## src/rtl/exu_alu_enable_seq.sv

```systemverilog
// ALU operand-gate sequencer: at most one of adder/shifter is enabled at a time,
// and any change of active unit is separated by CLR_CYCLES all-gates-low cycles.
module exu_alu_enable_seq #(
  parameter int unsigned CLR_CYCLES = 1
) (
  input  logic        clk,
  input  logic        rst_l,
  input  logic        freeze,
  input  logic        flush,
  input  logic        req_valid,
  input  logic [1:0]  req_class,
  output logic        req_ready,
  output logic        issue,
  output logic        adder_enable,
  output logic        shift_enable,
  output logic        busy,
  output logic [15:0] switch_cnt
);

  typedef enum logic [1:0] {
    S_IDLE,
    S_ADD,
    S_SHF,
    S_CLR
  } state_t;

  localparam logic [3:0] CLR_LOAD = 4'(CLR_CYCLES - 1);

  state_t      r_state;
  logic [3:0]  r_clr_cnt;
  logic [15:0] r_switch_cnt;
  logic        r_adder_en;
  logic        r_shift_en;
  logic        r_busy;

  state_t      w_next;
  logic [3:0]  w_clr_next;
  logic        w_ready;
  logic        w_accept;
  logic        w_is_add;
  logic        w_is_shf;
  logic        w_enter_clr;

  assign w_is_add = (req_class == 2'b01);
  assign w_is_shf = (req_class == 2'b10);

  // Reset is folded in so nothing is accepted while rst_l is low, yet the
  // first cycle after release can already accept.
  always_comb begin
    w_ready = 1'b0;
    if (rst_l && !freeze && !flush) begin
      unique case (r_state)
        S_IDLE:  w_ready = 1'b1;
        S_ADD:   w_ready = !w_is_shf;
        S_SHF:   w_ready = !w_is_add;
        default: w_ready = 1'b0;
      endcase
    end
  end

  assign w_accept  = req_valid & w_ready;
  assign req_ready = w_ready;
  assign issue     = w_accept;

  always_comb begin
    w_next     = r_state;
    w_clr_next = r_clr_cnt;
    if (flush) begin
      unique case (r_state)
        S_ADD, S_SHF: begin
          w_next     = S_CLR;
          w_clr_next = CLR_LOAD;
        end
        S_CLR: begin
          if (r_clr_cnt == 4'd0) w_next = S_IDLE;
          else                   w_clr_next = r_clr_cnt - 4'd1;
        end
        default: w_next = S_IDLE;
      endcase
    end else if (!freeze) begin
      unique case (r_state)
        S_IDLE: begin
          if (w_accept && w_is_add)      w_next = S_ADD;
          else if (w_accept && w_is_shf) w_next = S_SHF;
        end
        S_ADD: begin
          if (!(w_accept && w_is_add)) begin
            w_next     = S_CLR;
            w_clr_next = CLR_LOAD;
          end
        end
        S_SHF: begin
          if (!(w_accept && w_is_shf)) begin
            w_next     = S_CLR;
            w_clr_next = CLR_LOAD;
          end
        end
        default: begin
          if (r_clr_cnt == 4'd0) w_next = S_IDLE;
          else                   w_clr_next = r_clr_cnt - 4'd1;
        end
      endcase
    end
  end

  assign w_enter_clr = (w_next == S_CLR) && (r_state != S_CLR);

  // Gates are registered from the next state so they are pure flop outputs.
  always_ff @(posedge clk or negedge rst_l) begin
    if (!rst_l) begin
      r_state      <= S_IDLE;
      r_clr_cnt    <= 4'd0;
      r_switch_cnt <= 16'd0;
      r_adder_en   <= 1'b0;
      r_shift_en   <= 1'b0;
      r_busy       <= 1'b0;
    end else begin
      r_state    <= w_next;
      r_clr_cnt  <= w_clr_next;
      r_adder_en <= (w_next == S_ADD);
      r_shift_en <= (w_next == S_SHF);
      r_busy     <= (w_next != S_IDLE);
      if (w_enter_clr && (r_switch_cnt != 16'hFFFF))
        r_switch_cnt <= r_switch_cnt + 16'd1;
    end
  end

  assign adder_enable = r_adder_en;
  assign shift_enable = r_shift_en;
  assign busy         = r_busy;
  assign switch_cnt   = r_switch_cnt;

endmodule

```

## config.mk

```make
export PLATFORM = sky130hd
export DESIGN_NAME = exu_alu_enable_seq
export DESIGN_NICKNAME = d
export VERILOG_FILES = /design/src/rtl/exu_alu_enable_seq.sv
export SDC_FILE = /design/constraint.sdc
export NUM_CORES = 1
export LEC_CHECK = 0
export BUFFER_PORTS_ARGS = -buffer_cell sky130_fd_sc_hd__buf_4
export CORE_UTILIZATION = 60
export DETAILED_ROUTE_END_ITERATION = 6
export HOLD_SLACK_MARGIN = 0.12
export PLACE_DENSITY_LB_ADDON = 0.2
export SYNTH_ARGS = -nofsm -noshare
export SYNTH_HDL_FRONTEND = slang
export SYNTH_SLANG_ARGS = --single-unit
```

## constraint.sdc

```tcl
create_clock -name clk -period 6.75 [get_ports clk]
set_input_delay 1.0125 -clock clk [delete_from_list [all_inputs] [get_ports clk]]
set_output_delay 1.0125 -clock clk [all_outputs]
set_load 0.05 [all_outputs]
```

==> summary.md <==
| Metric | Value |
|---|---|
| Status | `finished clean` |
| Critical path peak fanout | `26` |
| Net Sw Power | `0.370 mW` |
| Syn Inst Count | `167` |
| Cell variety after synth | `44` |
| # placed instances | `217` |
| 1st-pass router iterations | `4` |
| HP Start | `switch_cnt[10]` |
| Number of fill cells | `190` |
| I/O Buffers | `27` |
| Final std cells w/o fill | `221` |
| Synthesis-to-finish area growth | `13.6%` |
| WL/cell | `15.7 microns` |
| Cts-stage hold buffer count | `0` |
| Post-synth net total | `181` |
| Post-Route Hold Slack | `504 ps` |
| Worst R2R Setup Slack | `3740 ps` |
| Area of the multi-input gates | `896 sq um` |
| Startpoint Class | `primary input` |
| Initial antenna violation count | `0` |
| Fmax | `0.310 GHz` |
| Clk_lat worst skew | `320 ps` |
| Post-layout min period | `3220 ps` |
| Max_slew headroom | `0.399` |
| Post-synth ARST share | `1.00` |
| Initial Util | `0.646` |
| Final setup viols | `0` |
| Vias in the first global route | `1301` |
| Hold path cells | `1` |
| Average cell area after synthesis | `9.66 sq um` |
| Required @ worst endpoint | `5740 ps` |
| Clock-pin slew on the worst setup and hold paths | `140 ps` |
| CTS tree | `done` |
| Pin count of the biggest net entering global routing | `27` |
| First DRT Iteration DRCs | `33` |
| Hold Fails Final Rpt | `0` |
| Post-route DRC | `0` |
| RR Endpoint | `switch_cnt[1]` |
| Critical path class | `in -> out` |
| Final worst path period share | `0.477` |
| Row cnt | `18` |
| Sequential Area | `626 sq um` |
| Setup WS post-layout | `3530 ps` |
| Layout cells sized above 1 | `0.236` |
| Post-route cell area | `1830 sq um` |
| CP endpoint kind | `output pin` |
| Commonest cells post-synth | `dfrtp_1, nor2_1, xor2_1` |
| Vias post-DR | `1339` |
| Hold endpoint | `switch_cnt[10]` |
| Final core utilization | `0.733` |
| ANT nets after route | `0` |
| Routed Wire Length | `3.48 mm` |
| Mapped Area | `1610 sq um` |
| Leading area contributor after synthesis | `dfrtp_1` |
| Total track usage | `0.265` |
| Sequential area share after synthesis | `0.388` |
| Setup WS pre-CTS | `3230 ps` |
| Core Region | `2500 sq um` |
| Largest cells by area after synthesis | `dfrtp_1, xor2_1, ha_1, nor4_2, nor2_1` |
| Top_reg_cell synth | `dfrtp_1` |
| FF+latch count, synth | `25` |
| Gpl congestion | `0.882` |
| Power Internal | `0.333 mW` |
| Width of the chip | `53.9 microns` |
| Vias per inst | `6.06` |
| Overall power | `0.703 mW` |
| Comb pwr share | `0.568` |
| Clk_skew | `2.50 ps` |
| Measured slew at the worst slew-check pin | `901 ps` |
| Cts repair resizes | `0` |
| Total clock buffers created by CTS | `3` |
| Nets | `206` |
| Synth top area share | `0.388` |
| CTS Buffer Depth | `2` |
| Dpl hpwl | `2.57 mm` |
| Fin Setup TNS | `0 ps` |
| Root Driver | `clkbuf_4` |
| # IOs | `28` |
| Lkg Pwr | `0.835 nW` |
| Die Height | `53.9 microns` |
| CTS sink count | `25` |
| Seq pwr share | `0.331` |
| R2R cell count | `7` |
| First-pass GRT wire length | `5.55 mm` |
| Switching fraction of total power | `0.527` |
| Ys Warns | `0` |
| Post-CTS Setup Repair Bufs | `0` |
| Slew Viols, Final | `0` |
| Most common cell in the netlist | `dfrtp_1` |
| Dpl cell area | `1800 sq um` |
| Clock power frac | `0.100` |
| MaxCap Viol Count | `0` |
| Congestion Overflow GR | `0` |
| ANT cells | `0` |
| Arrival time at the worst endpoint | `2210 ps` |
| Power per Cell Area | `384 nW/um^2` |
| Reg-to-Reg Start | `r_state[0]` |
| H-tree depth | `1` |
| Post-synth EDFFs | `0` |
| HP Class | `reg -> reg` |
| Worst vdd ir | `0.000383 V` |
| RSZ-0062 raised after global routing | `no` |
| Die area | `2900 sq um` |
how the worst max path moves through the flow:
stage / start / endpoint / slack, ps / depth (start not counted)
3_3_place_gp: rst_l / switch_cnt[1] / 3390 / 7
2_1_floorplan: flush / req_ready / 3410 / 3
4_1_cts: rst_l / issue / 3500 / 5
5_1_grt: rst_l / issue / 3390 / 5
6_report: rst_l / issue / 3530 / 5
3_5_place_dp: rst_l / switch_cnt[1] / 3230 / 7
power groups by stage:
stage | logic [mW] | clock network [mW] | registers, mW
after floorplan | 0.218 | 0 | 0.322
after global placement | 0.383 | 0 | 0.231
after detailed placement | 0.399 | 0 | 0.235
after CTS | 0.399 | 0.0718 | 0.232
after global routing | 0.431 | 0.0778 | 0.240
final | 0.400 | 0.0704 | 0.233
logic make-up after synthesis:
family          synth area share
simple gates               0.286
buf+inv                   0.0574
fa+ha+maj                 0.0543
xor+xnor                  0.0760
compound gates             0.125
mux                       0.0140
flops                      0.388
critical path, stage by stage:
cell and delay (ps):
buf_4 300, nor4b_4 470, nand2_1 110, nor2_1 110
buf_4 200
placed cells by master (no fill, tap or decap), types with 3 or more instances in the layout:
cell,n
nand3_1,7
nand2_1,13
nand4_1,5
inv_1,11
nor2b_1,3
a31oi_1,4
nor2_1,14
clkbuf_4,3
ha_1,7
o21ai_0,4
xor2_1,14
nor4b_1,4
nor4_2,6
nor3_1,4
nor4_1,4
dfrtp_1,25
buf_4,27
a21oi_1,5
state kept, by name, summed over array words and instances, names as in the netlist:
name,count
switch_cnt,16
r_clr_cnt,4
r_state,2
adder_enable,1
busy,1
shift_enable,1
area by class of cell:
class / instances / area share
Clock buffer: 3 / 0.0123
Clock inverter: 1 / 0.00410
Inverter: 11 / 0.0225
Multi-Input combinational cell: 124 / 0.489
Sequential cell: 25 / 0.341
Tap cell: 30 / 0.0205
Timing Repair Buffer: 27 / 0.111
metal layers:
metal	vias to the layer above	wire, microns	part of all wire	track usage
met4	0	29	0.0083	0.0965
met5	-	0	0	0
li1	656	-	-	-
met3	7	103	0.030	0.0311
met2	30	1820	0.52	0.488
met1	646	1530	0.44	0.312
Note: power is estimated with default switching activity, not from simulation.
